===== src/rtl/fp_alu_seq.sv =====
// Multi-cycle FP add/sub/mul, one op in flight; add/sub out_valid 3 edges after accept, mul MAN_W+3.
// in_ready only in IDLE; result held in DONE until out_ready, busy-time in_valid is dropped.
module fp_alu_seq #(
   parameter int EXP_W = 8,
   parameter int MAN_W = 23
) (
   input  logic                   clk,
   input  logic                   rst,
   input  logic                   in_valid,
   output logic                   in_ready,
   input  logic [EXP_W+MAN_W:0]   A,
   input  logic [EXP_W+MAN_W:0]   B,
   input  logic [1:0]             Op,
   output logic                   out_valid,
   input  logic                   out_ready,
   output logic [EXP_W+MAN_W:0]   Out,
   output logic [2:0]             flags
);
   localparam int W  = 1 + EXP_W + MAN_W;
   localparam int XW = EXP_W + 2;
   localparam int PW = 2 * (MAN_W + 1);
   localparam int CW = $clog2(MAN_W + 2);
   localparam logic [EXP_W-1:0]        EXP_ONES  = '1;
   localparam logic [EXP_W-1:0]        SHIFT_LIM = EXP_W'(MAN_W + 2);
   localparam logic signed [XW-1:0]    BIAS      = XW'((1 << (EXP_W - 1)) - 1);
   localparam logic signed [XW-1:0]    EXP_MAX   = XW'((1 << EXP_W) - 1);

   typedef enum logic [2:0] {S_IDLE, S_UNPACK, S_EXEC, S_NORM, S_DONE} state_t;

   state_t                r_state;
   logic [W-1:0]          r_a, r_b;
   logic [1:0]            r_op;
   logic                  r_sa, r_sb, r_sign, r_inv;
   logic [EXP_W-1:0]      r_ea, r_eb;
   logic [MAN_W:0]        r_ma, r_mb;
   logic [PW-1:0]         r_prod;
   logic [CW-1:0]         r_cnt;
   logic signed [XW-1:0]  r_exp;
   logic [MAN_W+1:0]      r_mag;
   logic [W-1:0]          r_out;
   logic [2:0]            r_flags;

   // Unpack: exp==0 flushes to signed zero, hidden bit restored otherwise.
   logic [EXP_W-1:0] w_ea, w_eb;
   logic             w_za, w_zb, w_inv;
   logic [MAN_W:0]   w_ma, w_mb;

   assign w_ea  = r_a[W-2:MAN_W];
   assign w_eb  = r_b[W-2:MAN_W];
   assign w_za  = (w_ea == '0);
   assign w_zb  = (w_eb == '0);
   assign w_ma  = w_za ? '0 : {1'b1, r_a[MAN_W-1:0]};
   assign w_mb  = w_zb ? '0 : {1'b1, r_b[MAN_W-1:0]};
   assign w_inv = (w_ea == EXP_ONES) || (w_eb == EXP_ONES) || (r_op == 2'b11);

   logic                w_a_big, w_s_big, w_s_sml;
   logic [EXP_W-1:0]    w_e_big, w_e_sml, w_ediff;
   logic [MAN_W:0]      w_m_big, w_m_sml;
   logic [MAN_W+1:0]    w_aligned, w_sum, w_padd;

   assign w_a_big   = {r_ea, r_ma} >= {r_eb, r_mb};
   assign w_e_big   = w_a_big ? r_ea : r_eb;
   assign w_e_sml   = w_a_big ? r_eb : r_ea;
   assign w_m_big   = w_a_big ? r_ma : r_mb;
   assign w_m_sml   = w_a_big ? r_mb : r_ma;
   assign w_s_big   = w_a_big ? r_sa : r_sb;
   assign w_s_sml   = w_a_big ? r_sb : r_sa;
   assign w_ediff   = w_e_big - w_e_sml;
   assign w_aligned = (w_ediff >= SHIFT_LIM) ? '0 : ({1'b0, w_m_sml} >> w_ediff);
   assign w_sum     = (w_s_big == w_s_sml) ? ({1'b0, w_m_big} + w_aligned)
                                           : ({1'b0, w_m_big} - w_aligned);

   // Right-shifting multiplier: low half starts as A's mantissa and is consumed LSB first.
   assign w_padd = {1'b0, r_prod[PW-1:MAN_W+1]} + (r_prod[0] ? {1'b0, r_mb} : '0);

   logic [MAN_W+1:0]      w_src;
   logic [CW-1:0]         w_pos, w_lsh;
   logic                  w_top;
   logic [MAN_W-1:0]      w_frac;
   logic signed [XW-1:0]  w_nexp;

   assign w_src = (r_op == 2'b10) ? r_prod[PW-1:MAN_W] : r_mag;

   always_comb begin
      w_pos = '0;
      for (int i = 0; i <= MAN_W + 1; i++) begin
         if (w_src[i]) w_pos = CW'(i);
      end
   end

   assign w_top  = w_src[MAN_W+1];
   assign w_lsh  = CW'(MAN_W) - w_pos;
   assign w_frac = w_top ? w_src[MAN_W:1] : MAN_W'(w_src << w_lsh);
   assign w_nexp = w_top ? (r_exp + XW'(1)) : (r_exp - $signed(XW'(w_lsh)));

   always_ff @(posedge clk or posedge rst) begin
      if (rst) begin
         r_state <= S_IDLE;
         r_a     <= '0;
         r_b     <= '0;
         r_op    <= '0;
         r_sa    <= 1'b0;
         r_sb    <= 1'b0;
         r_sign  <= 1'b0;
         r_inv   <= 1'b0;
         r_ea    <= '0;
         r_eb    <= '0;
         r_ma    <= '0;
         r_mb    <= '0;
         r_prod  <= '0;
         r_cnt   <= '0;
         r_exp   <= '0;
         r_mag   <= '0;
         r_out   <= '0;
         r_flags <= '0;
      end else begin
         case (r_state)
            S_IDLE: begin
               if (in_valid) begin
                  r_a     <= A;
                  r_b     <= B;
                  r_op    <= Op;
                  r_state <= S_UNPACK;
               end
            end
            S_UNPACK: begin
               r_sa    <= r_a[W-1];
               r_sb    <= r_b[W-1] ^ (r_op == 2'b01);
               r_ea    <= w_ea;
               r_eb    <= w_eb;
               r_ma    <= w_ma;
               r_mb    <= w_mb;
               r_inv   <= w_inv;
               r_prod  <= {{(MAN_W+1){1'b0}}, w_ma};
               r_cnt   <= '0;
               r_exp   <= $signed({2'b00, w_ea}) + $signed({2'b00, w_eb}) - BIAS;
               r_sign  <= r_a[W-1] ^ r_b[W-1];
               r_state <= S_EXEC;
            end
            S_EXEC: begin
               if (r_op == 2'b10) begin
                  r_prod <= {w_padd, r_prod[MAN_W:1]};
                  r_cnt  <= r_cnt + CW'(1);
                  if (r_cnt == CW'(MAN_W)) r_state <= S_NORM;
               end else begin
                  r_mag   <= w_sum;
                  r_exp   <= $signed({2'b00, w_e_big});
                  r_sign  <= w_s_big;
                  r_state <= S_NORM;
               end
            end
            S_NORM: begin
               if (r_inv) begin
                  r_out   <= {1'b0, EXP_ONES, 1'b1, {(MAN_W-1){1'b0}}};
                  r_flags <= 3'b100;
               end else if (w_src == '0) begin
                  r_out   <= '0;
                  r_flags <= 3'b000;
               end else if (w_nexp >= EXP_MAX) begin
                  r_out   <= {r_sign, EXP_ONES, {MAN_W{1'b0}}};
                  r_flags <= 3'b010;
               end else if (w_nexp[XW-1] || (w_nexp == '0)) begin
                  r_out   <= {r_sign, {(W-1){1'b0}}};
                  r_flags <= 3'b001;
               end else begin
                  r_out   <= {r_sign, w_nexp[EXP_W-1:0], w_frac};
                  r_flags <= 3'b000;
               end
               r_state <= S_DONE;
            end
            S_DONE: begin
               if (out_ready) r_state <= S_IDLE;
            end
            default: r_state <= S_IDLE;
         endcase
      end
   end

   assign in_ready  = (r_state == S_IDLE);
   assign out_valid = (r_state == S_DONE);
   assign Out       = r_out;
   assign flags     = r_flags;
endmodule


===== config.mk =====
export PLATFORM = sky130hd
export DESIGN_NAME = fp_alu_seq
export DESIGN_NICKNAME = d
export VERILOG_FILES = /design/src/rtl/fp_alu_seq.sv
export SDC_FILE = /design/constraint.sdc
export NUM_CORES = 1
export LEC_CHECK = 0
export BUFFER_PORTS_ARGS = -buffer_cell sky130_fd_sc_hd__buf_2
export CORE_ASPECT_RATIO = 2
export CORE_UTILIZATION = 57
export CTS_BUF_LIST = sky130_fd_sc_hd__clkbuf_16
export DETAILED_ROUTE_END_ITERATION = 8
export PLACE_DENSITY = 0.78
export RECOVER_POWER = 100
export SYNTH_ARGS = -nofsm -noshare
export SYNTH_HDL_FRONTEND = slang
export SYNTH_SLANG_ARGS = --single-unit

===== constraint.sdc =====
create_clock -name clk -period 9.3 [get_ports clk]
set_clock_uncertainty 0.15 [all_clocks]
set_input_delay 1.86 -clock clk [delete_from_list [all_inputs] [get_ports clk]]
set_output_delay 1.86 -clock clk [all_outputs]
set_load 0.03 [all_outputs]

Word level (Yosys, flattened, before mapping)
Cells that the tools add are included.
- add/subtract/negate cells: 10
- $lt $le $gt $ge: 3
- equal/unequal tests: 16
- shift operators: 2
- muxes and demuxes: 59
- bitwise gates (word level): 3
- reduce and logical (&&, ||, !) cells: 14
- operators by type and width (operator ; count):
    two-way mux 24 bit ; 5
    two-way mux 5 bit ; 24
    one-hot mux 48 bit (2 select lines) ; 1
    two-way mux 25 bit ; 3
    two-way mux 32 bit ; 2
    two-way mux 31 bit ; 2
    two-way mux 48 bit ; 1
    greater-or-equal comparator 32 bit ; 1
    adder 24 x 24 -> 25 bit ; 1
    adder 24 x 25 -> 25 bit ; 1
    logical NOT 25 bit ; 1
    left shift 25 x 5 -> 23 bit ; 1
    >> shifter 24 x 8 -> 25 bit ; 1
    subtractor 24 x 25 -> 25 bit ; 1
    two-way mux 23 bit ; 1
    two-way mux 10 bit ; 2
    one-hot mux 10 bit (2 select lines) ; 1
    == test 8 bit (second input constant) ; 2
    logical NOT 8 bit ; 2
    two-way mux 8 bit ; 2
    two-way mux 3 bit ; 5
    one-hot mux 3 bit (5 select lines) ; 1
    adder 10 x 2 -> 10 bit (second input constant) ; 1
    greater-or-equal comparator 10 x 9 -> 1 bit (second input constant) ; 1
    other kinds (29) ; 44
- register bits after elaboration: 260
- input bits: 70
- output and inout port bits: 37
- word-level logic and storage cells: 125

Longest topological paths before layout
Gate-level depths: netlist of run 1.
- word-level depth: 35
- mapped depth: 44
- mapped depth without buffers: 37

Worst setup path after synthesis of run 1
Ideal clock, no wire load.
- kind: register -> register
- from: register r_ea[4]
- to: register r_mag[24]
- library setup time: 0.132 ns
- arrival: 7.929 ns
- required time: 9.018 ns
- setup slack: 1.090 ns
- cell stages (with the launch flop): 44
- buffers on the path: 7
- period minus slack after synthesis: 8.210 ns
- cells stage by stage: dfrtp_1 -> ha_1 -> clkbuf_1 -> nand2_1 -> nor3_1 -> a221oi_1 -> o21ai_2 -> a21o_1 -> buf_2 -> clkbuf_1 -> clkbuf_1 -> clkbuf_1 -> a22oi_1 -> ha_1 -> or2_2 -> or3_4 -> nand2_4 -> buf_6 -> [8 not listed] -> o21ai_0 -> inv_1 -> fa_1 -> nor2b_1 -> o21ai_0 -> a21oi_1 -> o21ai_0 -> a211oi_1 -> nor2_1 -> a211o_1 -> o21ai_0 -> o41ai_1 -> o21ai_0 -> nor2b_1 -> nor2_1 -> a31oi_1 -> xnor2_1 -> o21ai_1
- cells in the longest elaborated chain, start to end: 7
- elaborated cells between the ends (all ways): 15
- those cells by class: 3 x add/sub; 2 x order compare; 1 x eq/ne; 1 x shift; 8 x mux
- ends and longest elaborated chain (item ; RTL line ; RTL):
    from (decl) ; 34 ; logic [EXP_W-1:0] r_ea, r_eb;
    from (signal assigned) ; 129 ; r_ea <= w_ea;
    greater-or-equal comparator 32 bit ; 61 ; assign w_a_big = {r_ea, r_ma} >= {r_eb, r_mb};
    two-way mux 8 bit, on equally long branches ; 62, 63 ;
    subtractor 8 bit ; 68 ; assign w_ediff = w_e_big - w_e_sml;
    >> shifter 24 x 8 -> 25 bit / greater-or-equal comparator 8 x 5 -> 1 bit (equally long branches) ; 69 ; assign w_aligned = (w_ediff >= SHIFT_LIM) ? '0 : ({1'b0, w_m_sml} >> w_ediff);
    two-way mux 25 bit ; 69 ;
    subtractor 24 x 25 -> 25 bit / adder 24 x 25 -> 25 bit (equally long branches) ; 71, 70 ;
    two-way mux 25 bit * ; 70 ; assign w_sum = (w_s_big == w_s_sml) ? ({1'b0, w_m_big} + w_aligned)
    to (signal assigned) ; 146 ; r_mag <= w_sum;
    to (decl) ; 39 ; logic [MAN_W+1:0] r_mag;
Every way passes the cells marked *; elsewhere a longest branch is shown, timed or not.
A chain may end at the register's enable or synchronous reset.

Worst setup path after layout of run 1
- from: register r_op[0]
- to: register r_out[5] (netlist: Out[5])
- cells in the longest elaborated chain, start to end: 35
- elaborated cells between the ends (all ways): 39
- those cells by class: 2 x add/sub; 1 x order compare; 1 x eq/ne; 1 x shift; 31 x mux; 3 x reduce/logical
- ends and longest elaborated chain (item ; RTL line ; RTL):
    from (decl) ; 32 ; logic [1:0] r_op;
    from (signal assigned) ; 122 ; r_op <= Op;
    == test 2 bit * ; 82 ; assign w_src = (r_op == 2'b10) ? r_prod[PW-1:MAN_W] : r_mag;
    two-way mux 25 bit * ; 82 ;
    branches (longest 31 deep; another with two-way mux 5 bit) ; n/a ;
    two-way mux 32 bit * ; 156 ; end else if (w_src == '0) begin
    two-way mux 32 bit * ; 153 ; if (r_inv) begin
    to (signal assigned) ; 154 ; r_out <= {1'b0, EXP_ONES, 1'b1, {(MAN_W-1){1'b0}}};
    to (signal assigned) ; 160 ; r_out <= {r_sign, EXP_ONES, {MAN_W{1'b0}}};
    to (signal assigned) ; 163 ; r_out <= {r_sign, {(W-1){1'b0}}};
    to (decl) ; 40 ; logic [W-1:0] r_out;
Mark *: on every way between the ends.

==> run metrics, run 1 <==
Syn Std Cell Area 0.0192 mm2; TritonCTS clock tree done; first-pass GRT wire length 101000 um; Die Ht 262 um; vias in the first global route 18200; #FFs+latches synth between 200 and 300; crit-path max FO 26; TNS Setup 0 ns; H-tree depth 1; fillcell total 2895; max-capacitance violation count 8; Crit path buffers/inverters 6; wire per inst 23.8 um; hold crit path type flop to flop; fmax 114 MHz; CTS buffer count 25; Slew headroom -2.78; reg2reg end Out[5]; largest net degree at the start of global routing ~120; syn nets 2416; Async SR Flop Fraction 1.00; Worst Path Required 9.62 ns; Final Setup Violations 0; fin worst setup slack 0.538 ns; CP Launch Type flop; Antenna Nets Post-Route 0; Ys Warns 0; prevailing post-synth register cell dfrtp_1; Tcrit/Tclk final 0.942; critical path class flop to flop; Post-Place Setup Slack roughly 0.58 ns; most frequent cells in the layout nand2_1 (358), dfrtp_1 (260), o21ai_0 (240); die area 0.0345 mm2; RR Startpoint r_op[0]; Critical-path top delay cell nand2b_1; die width between 100 and 150 um; number of flops mapped to enable cells by yosys 0; commonest non-fill, non-tap cell in the layout nand2_1; number of vias per cell 6.42; P&R area growth vs syn 9.15%; WP data arrival 9.08 ns; status complete, but fails checks; R2R Setup Slk ~0.54 ns; Setup Fix Bufs, Post-CTS 0; GRT Total Usage 0.386; clock transition at the registers of the reported paths 0.07 ns; Post-Synthesis Mean Instance Area 8.60 um2; Slew @ Worst Pin roughly 5.6 ns; Sequential Area 0.00651 mm2; initial antenna violation count 0; gpl congestion 1.07; failing checks max-capacitance violations, max-slew violations; Clock Sink Count 260; layout cells sized above 1 0.126; CP Capture Point Out[5]; WP depth 27; Starting Density 0.581; min Tclk post-route approximately 8.8 ns; IO Count 107; crit end category flop; Placement Rows 94; latest clock arrival within the worst-skew pair 0.56 ns; RSZ-0062 raised after global routing false; # port buffers 106; cell count after synthesis 2232; via count 17600; final hold violations 0; Clock Path Buffers 3; nets 2483; DRC viols 0; Detailed Routing Iterations Pass 1 6; max incr delay on CP 0.99 ns; Worst path top cell family by delay simple AND/OR/NAND/NOR gates; gr ovfl total 0; Core Box Area 0.0330 mm2; R2R depth 27; 1st-iter DRT viols 942; Seq/Total Area, Yosys 0.339; wirelength, routed 65600 um; Ant. Diodes 0; Detailed Place HPWL 51400 um; Synth cell types 94; crit path from r_op[0]; clock root buffer clkbuf_16; Slew Viols, Final about 570; area occupied by multi-input gates roughly 0.012 mm2
[timing repair]
item,4_1_cts,5_1_grt
setup endpoints to repair,0,3
hold buffers,0,0
resized for setup,0,6
[synth_stat cells, types with 16 or more instances]
cell type / n / area (um2)
a21oi_1: 146 / 731
mux2_2: 83 / 935
and3_1: 16 / 100
o21ai_0: 240 / 1200
xor2_1: 31 / 272
inv_1: 85 / 319
a31oi_1: 16 / 100
nand2_1: 358 / 1340
nand4_1: 17 / 106
o21bai_1: 21 / 158
or3_1: 16 / 100
o211ai_1: 33 / 248
a21o_1: 21 / 158
nand2b_1: 20 / 125
mux2i_1: 99 / 991
nor3_1: 55 / 275
and2_1: 36 / 225
a211oi_1: 16 / 120
clkbuf_1: 87 / 327
dfrtp_1: 260 / 6510
mux4_2: 21 / 473
o31ai_1: 18 / 135
ha_1: 110 / 1380
nor2_1: 120 / 450
nand3_1: 46 / 230
xnor2_1: 46 / 403
[per-layer routing]
metal | global-route usage | vias up | wire (um)
met5 | 0 | - | 0
met4 | 0.368 | 0 | 7050
met1 | 0.352 | 8594 | 21400
li1 | - | 8178 | -
met3 | 0.0490 | 287 | 2490
met2 | 0.730 | 588 | 34600
[worst reg2reg max path: cells and delay by family, from the launching register on]
kind | cells | cell delay (ns)
compound gates | 5 | 0.89
simple gates | 12 | 3.99
xor+xnor | 1 | 0.39
buf+inv | 6 | 1.59
mux | 1 | 0.50
flops | 1 | 0.43
fa+ha+maj | 2 | 0.77
[final cells by class]
type	count	area share
repair buffers	156	0.0397
inverters	87	0.0158
clock inverters	20	0.00925
flip-flops and latches	260	0.310
well taps	432	0.0258
clock buffers	25	0.0298
multi-input cells	1769	0.569
[worst min-delay path by stage]
stage | startpoint | end | slack (ns) | depth (start not counted)
detailed placement | flags[2] | flags[2] | 0.31 | 1
global placement | Out[2] | Out[2] | 0.31 | 2
global route | Out[9] | Out[9] | 0.36 | 2
floorplan | r_mag[18] | r_mag[18] | 0.29 | 2
finish | flags[2] | flags[2] | 0.33 | 1
CTS | flags[2] | flags[2] | 0.33 | 1
[state kept, by name, summed over array words and instances (netlist names), 2 cells and up]
name / flops
r_ma: 24
r_exp: 10
r_op: 2
r_mb: 24
r_a: 32
r_b: 32
r_cnt: 5
r_ea: 8
r_eb: 8
r_state: 3
r_mag: 25
r_prod: 48
flags: 3
Out: 32
[kinds of logic after synthesis]
| kind of cell | Yosys count | share of synthesized area |
|---|---|---|
| AOI/OAI and AO/OA | 638 | 0.208 |
| xor gates and xnor gates | 77 | 0.0351 |
| adders and majority gates | 114 | 0.0758 |
| buffers and inverters | 203 | 0.0426 |
| DFF | 260 | 0.339 |
| muxes | 204 | 0.125 |
| and+or+nand+nor | 736 | 0.174 |
[per-stage QoR]
stage / instances / utilization / cell area [um2] / hold WS (ns)
finish: 2749 / 0.634 / 21000 / 0.326
global route: 2749 / 0.634 / 21000 / 0.364
CTS: 2749 / 0.637 / 21000 / 0.328
detailed placement: 2704 / 0.612 / 20200 / 0.313
global placement: 2704 / 0.612 / 20200 / 0.305
floorplan: 2232 / - / 19200 / 0.294
Power of run 1 is not shown: default switching activity piles up to over one toggle a cycle in this logic, so the estimate is an artifact.
==> inputs of run 2 (changes only) <==
CORE_UTILIZATION = 50   (was 57)
PLACE_DENSITY = 0.7   (was 0.78)
==> run metrics, run 2 (synthesis results as in run 1) <==
status complete, but fails checks; failing checks max-capacitance violations, max-slew violations; layout cells sized above 1 0.125; P&R area growth vs syn 9.58%; Worst Hold Path EP r_mag[18]; hold crit path type flop to flop; die width 141 um; Cell Count Post-Placement 2738; Antenna Nets Post-Route 0; Die Ht 279 um; gpl congestion 0.993; TritonCTS clock tree done; Reg with most FFs r_prod; R2R Setup Slk 0.56 ns; GR Util met1 0.317; cts hold-fix bufs 0; max incr delay on CP roughly 1.2 ns; Hold Path Origin r_mag[18]; crit-path max FO 13; die area 0.0392 mm2; hold path cells 2; Starting Density 0.507; Clock Sink Count 260; grt peak-use layer met2; RSZ-0062 raised after global routing false; WP data arrival 9.03 ns; latest clock arrival within the worst-skew pair 0.60 ns; Sequential Area 0.00651 mm2; Final Setup Violations 0; wirelength, routed ~68000 um; Slew Viols, Final 571; gr ovfl total 0; first-pass GRT wire length 103000 um; initial antenna violation count 1; Ant. Diodes 0; Placement Rows 101; vias in the first global route 17800; via count 17300; area occupied by multi-input gates 0.0119 mm2; min Tclk post-route just under 9 ns; Detailed Place HPWL 53400 um; # port buffers 106; GRT Total Usage 0.351; nets 2487; final std cells w/o fill around 2800; 1st-iter DRT viols 862; commonest non-fill, non-tap cell in the layout nand2_1; clock root buffer clkbuf_16; max reg flops 48; R2R depth 30; wire per inst 24.2 um; IO Count 107; Tcrit/Tclk final 0.940; RR Startpoint r_op[1]; met2 GRT Util 0.676; number of vias per cell 6.20; max-capacitance violation count 7; Setup Fix Bufs, Post-CTS 0; CTS buffer count 26; Worst Path Required 9.58 ns; reg2reg end Out[14]; TNS Setup 0 ns; critical path class flop to flop; Clock Path Buffers 3; largest net degree at the start of global routing 150; fillcell total 3580; Core Box Area about 0.038 mm2; Detailed Routing Iterations Pass 1 7; Slew @ Worst Pin 4.95 ns; DRC viols 0; clock transition at the registers of the reported paths 0.06 ns; Slew headroom -2.32; Critical-path top delay cell nor2b_1; met3 Usage GRT 0.0432; fin worst setup slack 0.557 ns; CP Launch Type flop; fmax 114 MHz; most frequent cells in the layout nand2_1 (358), dfrtp_1 (260), o21ai_0 (241); H-tree depth 1; final hold violations 0; Layout Utilization 0.555; crit end category flop; Post-Place Setup Slack 0.649 ns
==> run 2: through the flow <==
step | area (um2) | hold slack, ns
floorplan | 19200 | 0.294
global placement | 20300 | 0.309
detailed placement | 20300 | 0.316
CTS | 21200 | 0.328
global route | 21000 | 0.340
finish | 21000 | 0.333
==> run 2: how the worst max path moves through the flow <==
stage                  start        end  slack [ns]
floorplan                rst     Out[0]        0.13
global placement    r_ma[13]  r_mag[24]        0.81
detailed placement  r_ma[13]  r_mag[24]        0.65
CTS                 r_ma[13]  r_mag[24]        0.66
global route        r_mb[13]  r_mag[24]      0.0007
finish               r_op[1]    Out[14]        0.56
==> run 2: cell type report <==
| cell class | count | share of cell area |
|---|---|---|
| Inverter | 87 | 0.0156 |
| Clock buffer | 26 | 0.0309 |
| Multi-Input combinational cell | 1769 | 0.566 |
| Tap cell | 463 | 0.0275 |
| Sequential cell | 260 | 0.309 |
| Timing Repair Buffer | 159 | 0.0405 |
| Clock inverter | 22 | 0.00993 |
==> run 2: repair_timing <==
action | in CTS | in global routing
endpoints found under the hold margin | 0 | 0
endpoints found under the setup margin | 0 | 1
gates resized for setup | 0 | 1
==> run 2: per-layer routing <==
layer / wire, um / share of wire
met3: 2440 / 0.036
met1: 21800 / 0.32
met2: 36400 / 0.54
met4: 6860 / 0.10
met5: 15 / 0.00022
==> run 2: critical path: cells and delay by family, from the launching register on <==
family                   cells  cell delay (ns)
AO/OA/AOI/OAI               18             3.96
XOR/XNOR                     1             0.13
adder cells (fa/ha/maj)      2             0.58
buffers and inverters        2             0.36
flip-flops                   1             0.43
multiplexers                 1             0.56
AND/OR/NAND/NOR              6             2.40
Power of run 2 is left out for the same reason.
